--- src/rtl/video_coord_gen_if.sv ---
// rtl/video_coord_gen_if.sv - video timing/coordinate output bundle
// Purpose: groups the raster outputs of video_coord_gen so that downstream
//          blocks (e.g. the colour-ramp mapper) take them as one port.
// Signals:
//   hsync, vsync - sync outputs at the generator's configured polarity
//   de           - data enable, high on active pixels
//   x_pos, y_pos - normalised 0..255 coordinates, zero outside active
//   sof          - one-cycle pulse on the first active pixel of a frame
// Modports: master (generator side, drives), slave (consumer side, reads).
interface video_coord_gen_if;
   logic       hsync;
   logic       vsync;
   logic       de;
   logic [7:0] x_pos;
   logic [7:0] y_pos;
   logic       sof;

   modport master (output hsync, vsync, de, x_pos, y_pos, sof);
   modport slave  (input  hsync, vsync, de, x_pos, y_pos, sof);
endinterface

--- src/rtl/video_coord_gen.sv ---
// rtl/video_coord_gen.sv - raster timing generator with normalised x/y coordinates
// Purpose: scans an H_TOTAL x V_TOTAL frame, decodes hsync/vsync/de/sof and
//          produces 8-bit coordinates spanning 0..255 across the active area
//          using fractional accumulators instead of dividers.
// Ports:
//   clk   in  pixel clock
//   rst_n in  asynchronous active-low reset
//   en    in  pixel-clock enable; every register holds while low
//   vid   out video_coord_gen_if.master: hsync, vsync, de, x_pos, y_pos, sof
// All outputs are registered decodes of the current counter state, so they
// lag the counters by one enabled edge.
module video_coord_gen #(
   parameter int H_ACTIVE = 640,
   parameter int H_FP     = 16,
   parameter int H_SYNC   = 96,
   parameter int H_BP     = 48,
   parameter int V_ACTIVE = 480,
   parameter int V_FP     = 10,
   parameter int V_SYNC   = 2,
   parameter int V_BP     = 33,
   parameter bit HS_POL   = 1'b0,
   parameter bit VS_POL   = 1'b0
) (
   input  logic                clk,
   input  logic                rst_n,
   input  logic                en,
   video_coord_gen_if.master   vid
);

   localparam int H_TOTAL = H_ACTIVE + H_FP + H_SYNC + H_BP;
   localparam int V_TOTAL = V_ACTIVE + V_FP + V_SYNC + V_BP;

   // +1 so the sync end bound always fits even if the back porch is zero
   localparam int HW = $clog2(H_TOTAL + 1);
   localparam int VW = $clog2(V_TOTAL + 1);

   // Accumulators must hold frac+256 < ACTIVE+256 <= 2*ACTIVE; keep at least 10 bits
   localparam int XW = ($clog2(H_ACTIVE) + 1 < 10) ? 10 : $clog2(H_ACTIVE) + 1;
   localparam int YW = ($clog2(V_ACTIVE) + 1 < 10) ? 10 : $clog2(V_ACTIVE) + 1;

   localparam logic [HW-1:0] H_LAST     = HW'(H_TOTAL - 1);
   localparam logic [HW-1:0] H_ACT      = HW'(H_ACTIVE);
   localparam logic [HW-1:0] H_ACT_LAST = HW'(H_ACTIVE - 1);
   localparam logic [HW-1:0] HS_START   = HW'(H_ACTIVE + H_FP);
   localparam logic [HW-1:0] HS_END     = HW'(H_ACTIVE + H_FP + H_SYNC);

   localparam logic [VW-1:0] V_LAST     = VW'(V_TOTAL - 1);
   localparam logic [VW-1:0] V_ACT      = VW'(V_ACTIVE);
   localparam logic [VW-1:0] V_ACT_LAST = VW'(V_ACTIVE - 1);
   localparam logic [VW-1:0] VS_START   = VW'(V_ACTIVE + V_FP);
   localparam logic [VW-1:0] VS_END     = VW'(V_ACTIVE + V_FP + V_SYNC);

   localparam logic [XW-1:0] X_STEP = XW'(256);
   localparam logic [XW-1:0] X_DIV  = XW'(H_ACTIVE);
   localparam logic [YW-1:0] Y_STEP = YW'(256);
   localparam logic [YW-1:0] Y_DIV  = YW'(V_ACTIVE);

   logic [HW-1:0] h_cnt;
   logic [VW-1:0] v_cnt;
   logic [XW-1:0] x_frac;
   logic [YW-1:0] y_frac;
   logic [7:0]    x_int;
   logic [7:0]    y_int;

   logic          h_wrap;
   logic          v_wrap;
   logic          de_next;
   logic [XW-1:0] x_t;
   logic [YW-1:0] y_t;

   assign h_wrap  = (h_cnt == H_LAST);
   assign v_wrap  = (v_cnt == V_LAST);
   assign de_next = (h_cnt < H_ACT) && (v_cnt < V_ACT);
   assign x_t     = x_frac + X_STEP;
   assign y_t     = y_frac + Y_STEP;

   // Invariant: x_int*H_ACTIVE + x_frac == h_cnt*256 with x_frac < H_ACTIVE.
   // Since 256 <= H_ACTIVE one step raises x_int by at most one. Stepping stops
   // once h_cnt reaches H_ACTIVE-1, so x_int never exceeds 255 and fits 8 bits.
   always_ff @(posedge clk or negedge rst_n) begin
      if (!rst_n) begin
         h_cnt     <= '0;
         v_cnt     <= '0;
         x_frac    <= '0;
         y_frac    <= '0;
         x_int     <= '0;
         y_int     <= '0;
         vid.de    <= 1'b0;
         vid.sof   <= 1'b0;
         vid.x_pos <= '0;
         vid.y_pos <= '0;
         vid.hsync <= ~HS_POL;
         vid.vsync <= ~VS_POL;
      end else if (en) begin
         h_cnt <= h_wrap ? '0 : h_cnt + 1'b1;

         if (h_wrap) begin
            x_frac <= '0;
            x_int  <= '0;
         end else if (h_cnt < H_ACT_LAST) begin
            if (x_t >= X_DIV) begin
               x_frac <= x_t - X_DIV;
               x_int  <= x_int + 8'd1;
            end else begin
               x_frac <= x_t;
            end
         end

         // Vertical state steps once per line, on the same edge as the h wrap
         if (h_wrap) begin
            v_cnt <= v_wrap ? '0 : v_cnt + 1'b1;
            if (v_wrap) begin
               y_frac <= '0;
               y_int  <= '0;
            end else if (v_cnt < V_ACT_LAST) begin
               if (y_t >= Y_DIV) begin
                  y_frac <= y_t - Y_DIV;
                  y_int  <= y_int + 8'd1;
               end else begin
                  y_frac <= y_t;
               end
            end
         end

         vid.de    <= de_next;
         vid.sof   <= (h_cnt == '0) && (v_cnt == '0);
         vid.x_pos <= de_next ? x_int : 8'd0;
         vid.y_pos <= de_next ? y_int : 8'd0;
         vid.hsync <= ((h_cnt >= HS_START) && (h_cnt < HS_END)) ? HS_POL : ~HS_POL;
         vid.vsync <= ((v_cnt >= VS_START) && (v_cnt < VS_END)) ? VS_POL : ~VS_POL;
      end
   end

endmodule

--- src/flat_wrapper.sv ---
// flat-port wrapper written by rule: the top's interface ports become plain ports
module video_coord_gen_flat 
#(
   parameter int H_ACTIVE = 640,
   parameter int H_FP     = 16,
   parameter int H_SYNC   = 96,
   parameter int H_BP     = 48,
   parameter int V_ACTIVE = 480,
   parameter int V_FP     = 10,
   parameter int V_SYNC   = 2,
   parameter int V_BP     = 33,
   parameter bit HS_POL   = 1'b0,
   parameter bit VS_POL   = 1'b0
)
  (clk, rst_n, en, vid_hsync, vid_vsync, vid_de, vid_x_pos, vid_y_pos, vid_sof);
  video_coord_gen_if vid_i ();
  input  logic clk;
  input  logic rst_n;
  input  logic en;
  output wire logic [$bits(vid_i.hsync)-1:0] vid_hsync;
  output wire logic [$bits(vid_i.vsync)-1:0] vid_vsync;
  output wire logic [$bits(vid_i.de)-1:0] vid_de;
  output wire logic [$bits(vid_i.x_pos)-1:0] vid_x_pos;
  output wire logic [$bits(vid_i.y_pos)-1:0] vid_y_pos;
  output wire logic [$bits(vid_i.sof)-1:0] vid_sof;
  assign vid_hsync = vid_i.hsync;
  assign vid_vsync = vid_i.vsync;
  assign vid_de = vid_i.de;
  assign vid_x_pos = vid_i.x_pos;
  assign vid_y_pos = vid_i.y_pos;
  assign vid_sof = vid_i.sof;
  video_coord_gen #(.H_ACTIVE(H_ACTIVE), .H_FP(H_FP), .H_SYNC(H_SYNC), .H_BP(H_BP), .V_ACTIVE(V_ACTIVE), .V_FP(V_FP), .V_SYNC(V_SYNC), .V_BP(V_BP), .HS_POL(HS_POL), .VS_POL(VS_POL)) u_core (.clk(clk), .rst_n(rst_n), .en(en), .vid(vid_i));
endmodule
--- config.mk ---
export PLATFORM = sky130hd
export DESIGN_NAME = video_coord_gen_flat
export DESIGN_NICKNAME = d
export VERILOG_FILES = /design/src/rtl/video_coord_gen_if.sv /design/src/rtl/video_coord_gen.sv /design/src/flat_wrapper.sv
export SDC_FILE = /design/constraint.sdc
export NUM_CORES = 1
export LEC_CHECK = 0
export ABC_AREA = 1
export BUFFER_PORTS_ARGS = -buffer_cell sky130_fd_sc_hd__buf_2
export CAP_MARGIN = 25
export CORE_MARGIN = 4
export CORE_UTILIZATION = 41
export DETAILED_ROUTE_END_ITERATION = 8
export GPL_ROUTABILITY_DRIVEN = 0
export PLACE_DENSITY = 0.59
export SLEW_MARGIN = 20
export SYNTH_ARGS = -nofsm -noshare
export SYNTH_HDL_FRONTEND = slang
export SYNTH_SLANG_ARGS = --single-unit
export TNS_END_PERCENT = 5
--- constraint.sdc ---
create_clock -name clk -period 3.5 [get_ports clk]
set_clock_uncertainty 0.2 [all_clocks]
set_input_delay 0 -clock clk [delete_from_list [all_inputs] [get_ports clk]]
set_output_delay 0 -clock clk [all_outputs]
set_load 0.05 [all_outputs]
Word-level counts from Yosys, hierarchy flattened

Index checks and enable logic that the tools add are counted.
Widths: inputs -> output; s select.

Register bits: 77
Bits in latches: 0
Bits in writable memories: 0
Bits in read-only memories: 0
Input bits: 3
Output and inout bits: 20
Logic and storage cells: 65
Memories: 0

Add/subtract/negate cells: 8
$mul: 0
Divide/modulo/power cells: 0
Magnitude comparators: 10
Equality and inequality tests: 2
Shift operators: 0
Multiplexer cells: 18
Bitwise gates (word level): 0
Reduce and logical (&&, ||, !) cells: 15

Operators by type and width:

| kind                   | number |
|---|---|
| $mux 8                 | 8 |
| $mux 10                | 5 |
| $mux 11                | 3 |
| $lt 10x10->1 const B   | 3 |
| $lt 10x9->1 const B    | 3 |
| $add 10x1->10 const B  | 2 |
| $eq 10x10->1 const B   | 2 |
| $ge 10x9->1 const B    | 2 |
| $logic_not 10->1       | 2 |
| $add 8x1->8 const B    | 2 |
| $add 11x9->11 const B  | 1 |
| $ge 11x10->1 const B   | 1 |
| $sub 11x10->11 const B | 1 |
| $add 10x9->10 const B  | 1 |
| $ge 10x10->1 const B   | 1 |
| $sub 10x9->10 const B  | 1 |
| $reduce_bool 2->1      | 4 |
| $reduce_and 3->1       | 2 |
| $logic_and 1x1->1      | 4 |
| $reduce_and 2->1       | 2 |
| $reduce_and 4->1       | 1 |
| $mux 1                 | 2 |

Logic depth before layout (Yosys ltp)

Word-level depth: 5
Depth in mapped cells: 11
Depth with buffers taken out: 10

Least setup slack after synthesis

Ideal clock, no wire load.

Kind: reg2reg
From: register u_core.x_frac[8]
To: register u_core.x_int[6]
Setup time: 0.074 ns
Arrival time: 1.518 ns
Required time: 3.226 ns
Slack: 1.708 ns
Cell stages (with the launch flop): 10
Buffers on the path: 1
Clock period less this slack: 1.792 ns
Cell sequence: dfrtp_1 -> ha_1 -> xnor2_1 -> nand3_1 -> inv_1 -> nand2_1 -> nand2_4 -> buf_6 -> nand2_1 -> o21ai_2

Longest elaborated chain between the ends: 4

RTL lines:

| what                               | RTL line               | text |
|---|---|---|
| from (decl)                        | video_coord_gen.sv:60  | `logic [XW-1:0] x_frac;` |
| from (signal assigned)             | video_coord_gen.sv:102 | `x_frac <= x_t - X_DIV;` |
| from (signal assigned)             | video_coord_gen.sv:105 | `x_frac <= x_t;` |
| $add 11x9->11                      | video_coord_gen.sv:74  | `assign x_t = x_frac + X_STEP;` |
| $ge 11x10->1                       | video_coord_gen.sv:101 | `if (x_t >= X_DIV) begin` |
| $reduce_bool 2->1 (no source line) | n/a                    |  |
| $reduce_and 3->1 (no source line)  | n/a                    |  |
| to (signal assigned)               | video_coord_gen.sv:103 | `x_int <= x_int + 8'd1;` |
| to (decl)                          | video_coord_gen.sv:62  | `logic [7:0] x_int;` |

No other way between the ends.
A chain may end at the register's enable or synchronous reset.

Worst setup path after layout

From: register u_core.h_cnt[0]
To: register u_core.y_int[7]

Longest elaborated chain between the ends: 2

RTL lines:

| what                              | RTL line               | text |
|---|---|---|
| from (decl)                       | video_coord_gen.sv:58  | `logic [HW-1:0] h_cnt;` |
| from (signal assigned)            | video_coord_gen.sv:95  | `h_cnt <= h_wrap ? '0 : h_cnt + 1'b1;` |
| $eq 10x10->1                      | video_coord_gen.sv:71  | `assign h_wrap = (h_cnt == H_LAST);` |
| $reduce_and 4->1 (no source line) | n/a                    |  |
| to (signal assigned)              | video_coord_gen.sv:118 | `y_int <= y_int + 8'd1;` |
| to (decl)                         | video_coord_gen.sv:63  | `logic [7:0] y_int;` |

No other way between the ends.

==> key figures <==
Finish
  – Fin cells: ~620
  – Fill cell instance count of the final layout: approximately 870
  – Post-route cell area: between 0.004 and 0.005 sq mm
  – Share of cells above drive strength 1: between 10 and 15%
  – ANT cells: 0
  – Nets@finish: between 500 and 600
  – Synth-to-Final Area Change: 10.4%

CTS
  – CTS tree: built
  – H-tree levels: 3
  – CTS Sinks: 65
  – Num CTS Buffers: 9
  – Post-CTS resize count: 0
  – Clock-pin slew on the worst setup and hold paths: roughly 80 ps
  – Root buffer cell: clkbuf_8
  – Skew-Pair Late Insertion Delay: between 300 and 400 ps
  – Clock Path Buffers: 2

Power and ir drop
  – Lkg Pwr: between 2 and 2.5 nW
  – Peak VDD IR: 252 uV
  – Pwr Density: a little over 500 mW/mm^2

Worst hold path
  – Min-delay worst type: input port to async pin

Worst setup path
  – Worst r2r dst: u_core.y_int[7]
  – RR Startpoint: u_core.h_cnt[0]
  – Largest fanout on the critical path: 13
  – Crit path launch type: flip-flop
  – Worst EP arrival: between 2000 and 2500 ps
  – Worst Setup SP: u_core.h_cnt[0]
  – Critical Path RT: roughly 3500 ps
  – CP Capture Type: flip-flop
  – CP Class: flip-flop to flip-flop
  – Cells on worst reg2reg path: 8
  – Flop2flop setup slack: around 1100 ps

Timing
  – Actual slew at the worst max-slew pin: between 900 and 1000 ps
  – RSZ-0062 raised after global routing: false
  – Slew margin rel.: between 30% and 40%
  – Max Slew Vio Count: 0
  – Period utilization: between 60% and 70%
  – Fin crit period: 2400 ps
  – Hold_ws: -10.9 ps
  – Final setup TNS: 0 ps
  – Max Clock Freq: 416 MHz
  – Final Hold Fails: 16
  – Final setup fails: 0
  – Final worst setup slack: approximately 1100 ps

Yosys
  – Post-synth top area share: 42.2%
  – FF+latch count, synth: 65
  – Synth Cell Area: about 0.0037 sq mm
  – Ys async rst share: between 90% and 100%
  – Largest cells by area after synthesis: dfrtp_1, nand2_1, inv_1
  – Post-Synth Simple-Gate Area: 34.3%
  – Sequential area share after synthesis: 43.6%
  – Synth Area in Adders: about 4%
  – Synth warn: 0
  – Post-synth EDFFs: 0
  – Largest family of logic cells by synthesized area: simple AND/OR/NAND/NOR gates
  – Mean post-synth cell area: 7.79 sq um
  – Synth Area in Compound Gates: under 10%
  – Cells after synthesis: 480
  – Post-Syn Nets: just under 500
  – Cell variety after synth: 33
  – Top FF cell, synth: dfrtp_1
  – Synth cell count leaders: nand2_1, dfrtp_1, inv_1
  – Count leader, synth: nand2_1
  – Top cell type by total area after synthesis: dfrtp_1
  – Mux contribution to synthesized area: 0%
  – XOR/XNOR Fraction of Synth Area: 3.28%

Detailed routing
  – Detailed Route Iter0 Violations: 131
  – Vias per inst: 4.98
  – DRC: 0
  – Via Count: 3077
  – Routed wire per std cell: between 10 and 15 um
  – Initial DRT Pass Iterations: 4
  – Antenna-violating nets left: 0
  – DRT Wirelength: 8230 um

GRT
  – Antenna violations before repair: 0
  – Grt ovf: 0
  – First-pass GRT wire length: 14400 um
  – Vias in the first global route: ~3000
  – Largest net degree at the start of global routing: 45
  – Tot GR Track Use: about 17%

Place
  – DP Area: around 0.004 sq mm
  – DP HPWL: a little under 6000 um
  – IO Port Bufs: 22
  – Dpl ws: about 1100 ps
  – Placed Cells incl. Taps: 600

Floorplan
  – Die ar.: 0.0107 sq mm
  – Core area: 0.00881 sq mm
  – FP Rows: 34
  – Starting Density: a little over two fifths
  – DIE HEIGHT: slightly above 100 um
  – Io pins: 23
  – Die X-Extent: 103 um

Run status
  – Status: finished, violations left
  – Failing checks: negative hold slack

Flow run
  – Max Cap Violations: 0
## metrics by stage
| step | power [W] | hold WS [ps] | utilization (%) |
|---|---|---|---|
| floorplan | 0.00138 | -496 | - |
| global placement | 0.00147 | 33.0 | 44.5 |
| detailed placement | 0.00149 | 32.5 | 44.5 |
| CTS | 0.00213 | 217 | 46.9 |
| global route | 0.00227 | 43.9 | 46.9 |
| finish | 0.00212 | -10.9 | 46.9 |
## where the power goes
group	total (W)	leakage, nW	switching, W	internal (W)
sequential	0.000937	0.834	0.0000967	0.000841
clock	0.000633	0.0933	0.000305	0.000328
combinational	0.000545	1.18	0.000359	0.000186
total	0.00212	2.10	0.000761	0.00136
## worst max path at each step
stage,cells past startpoint,slack [ps],endpoint
after CTS,8,1060,u_core.y_int[7]
final,8,1100,u_core.y_int[7]
after global placement,8,1170,u_core.y_int[4]
after detailed placement,8,1070,u_core.y_int[7]
after floorplan,9,1710,u_core.x_int[6]
after global routing,8,840,u_core.y_frac[6]
## cell type report
cell class / count / area (sq um) / area share, %
Timing Repair Buffer: 26 / 148 / 3.58
Clock inverter: 5 / 56.3 / 1.36
Multi-Input combinational cell: 344 / 1810 / 43.8
Inverter: 59 / 223 / 5.39
Sequential cell: 65 / 1630 / 39.5
Clock buffer: 11 / 131 / 3.18
Tap cell: 108 / 135 / 3.27
## critical path, stage by stage, from the launching register on
cell and delay (ps):
dfrtp_1 380, ha_1 180, nand3_1 100, clkinv_2 110, nand4_2 320, nor2_2 550, nand3_4 260, nand2_1 120
nand2_1 60
## routing by layer
| layer | vias up | GRT usage, % | wire [um] |
|---|---|---|---|
| met5 | - | 0 | 0 |
| met4 | 0 | 6.37 | 131 |
| met3 | 11 | 3.82 | 317 |
| met1 | 1424 | 24.7 | 4090 |
| li1 | 1585 | - | - |
| met2 | 57 | 25.6 | 3690 |
## state kept, by name (all words and copies together) (netlist names)
| signal | flops |
|---|---|
| u_core.vid.hsync | 1 |
| u_core.y_int | 8 |
| u_core.h_cnt | 10 |
| u_core.vid.sof | 1 |
| u_core.vid.de | 1 |
| u_core.y_frac | 5 |
| u_core.vid.y_pos | 8 |
| u_core.vid.x_pos | 8 |
| u_core.x_frac | 4 |
| u_core.vid.vsync | 1 |
| u_core.x_int | 8 |
| u_core.v_cnt | 10 |
## cell families after synthesis
group | after synthesis
fa+ha+maj | 12
simple gates | 274
xor+xnor | 14
flops | 65
compound gates | 44
buf+inv | 71
## placed cells by master, fill, tap and decap left out, types with 3 or more instances in the layout
| cell type | instances |
|---|---|
| nand2_1 | 146 |
| dfrtp_1 | 63 |
| inv_1 | 58 |
| nand3_1 | 39 |
| nor2_1 | 37 |
| o21ai_0 | 30 |
| buf_2 | 21 |
| nand4_1 | 20 |
| xor2_1 | 12 |
| ha_1 | 12 |
| clkbuf_8 | 9 |
| nor3_1 | 7 |
| o21ai_2 | 7 |
| nor2_4 | 5 |
| nand2_4 | 5 |
| nor2_2 | 4 |
| a21oi_1 | 4 |
| nand2_2 | 3 |
| clkinv_2 | 3 |
| or2_2 | 3 |
| buf_4 | 3 |
## what timing repair did
action	CTS	global route
hold endpoints to repair	51	0
hold buffers	2	0
buffers inserted	0	0
(Power assumes the default switching activity.)
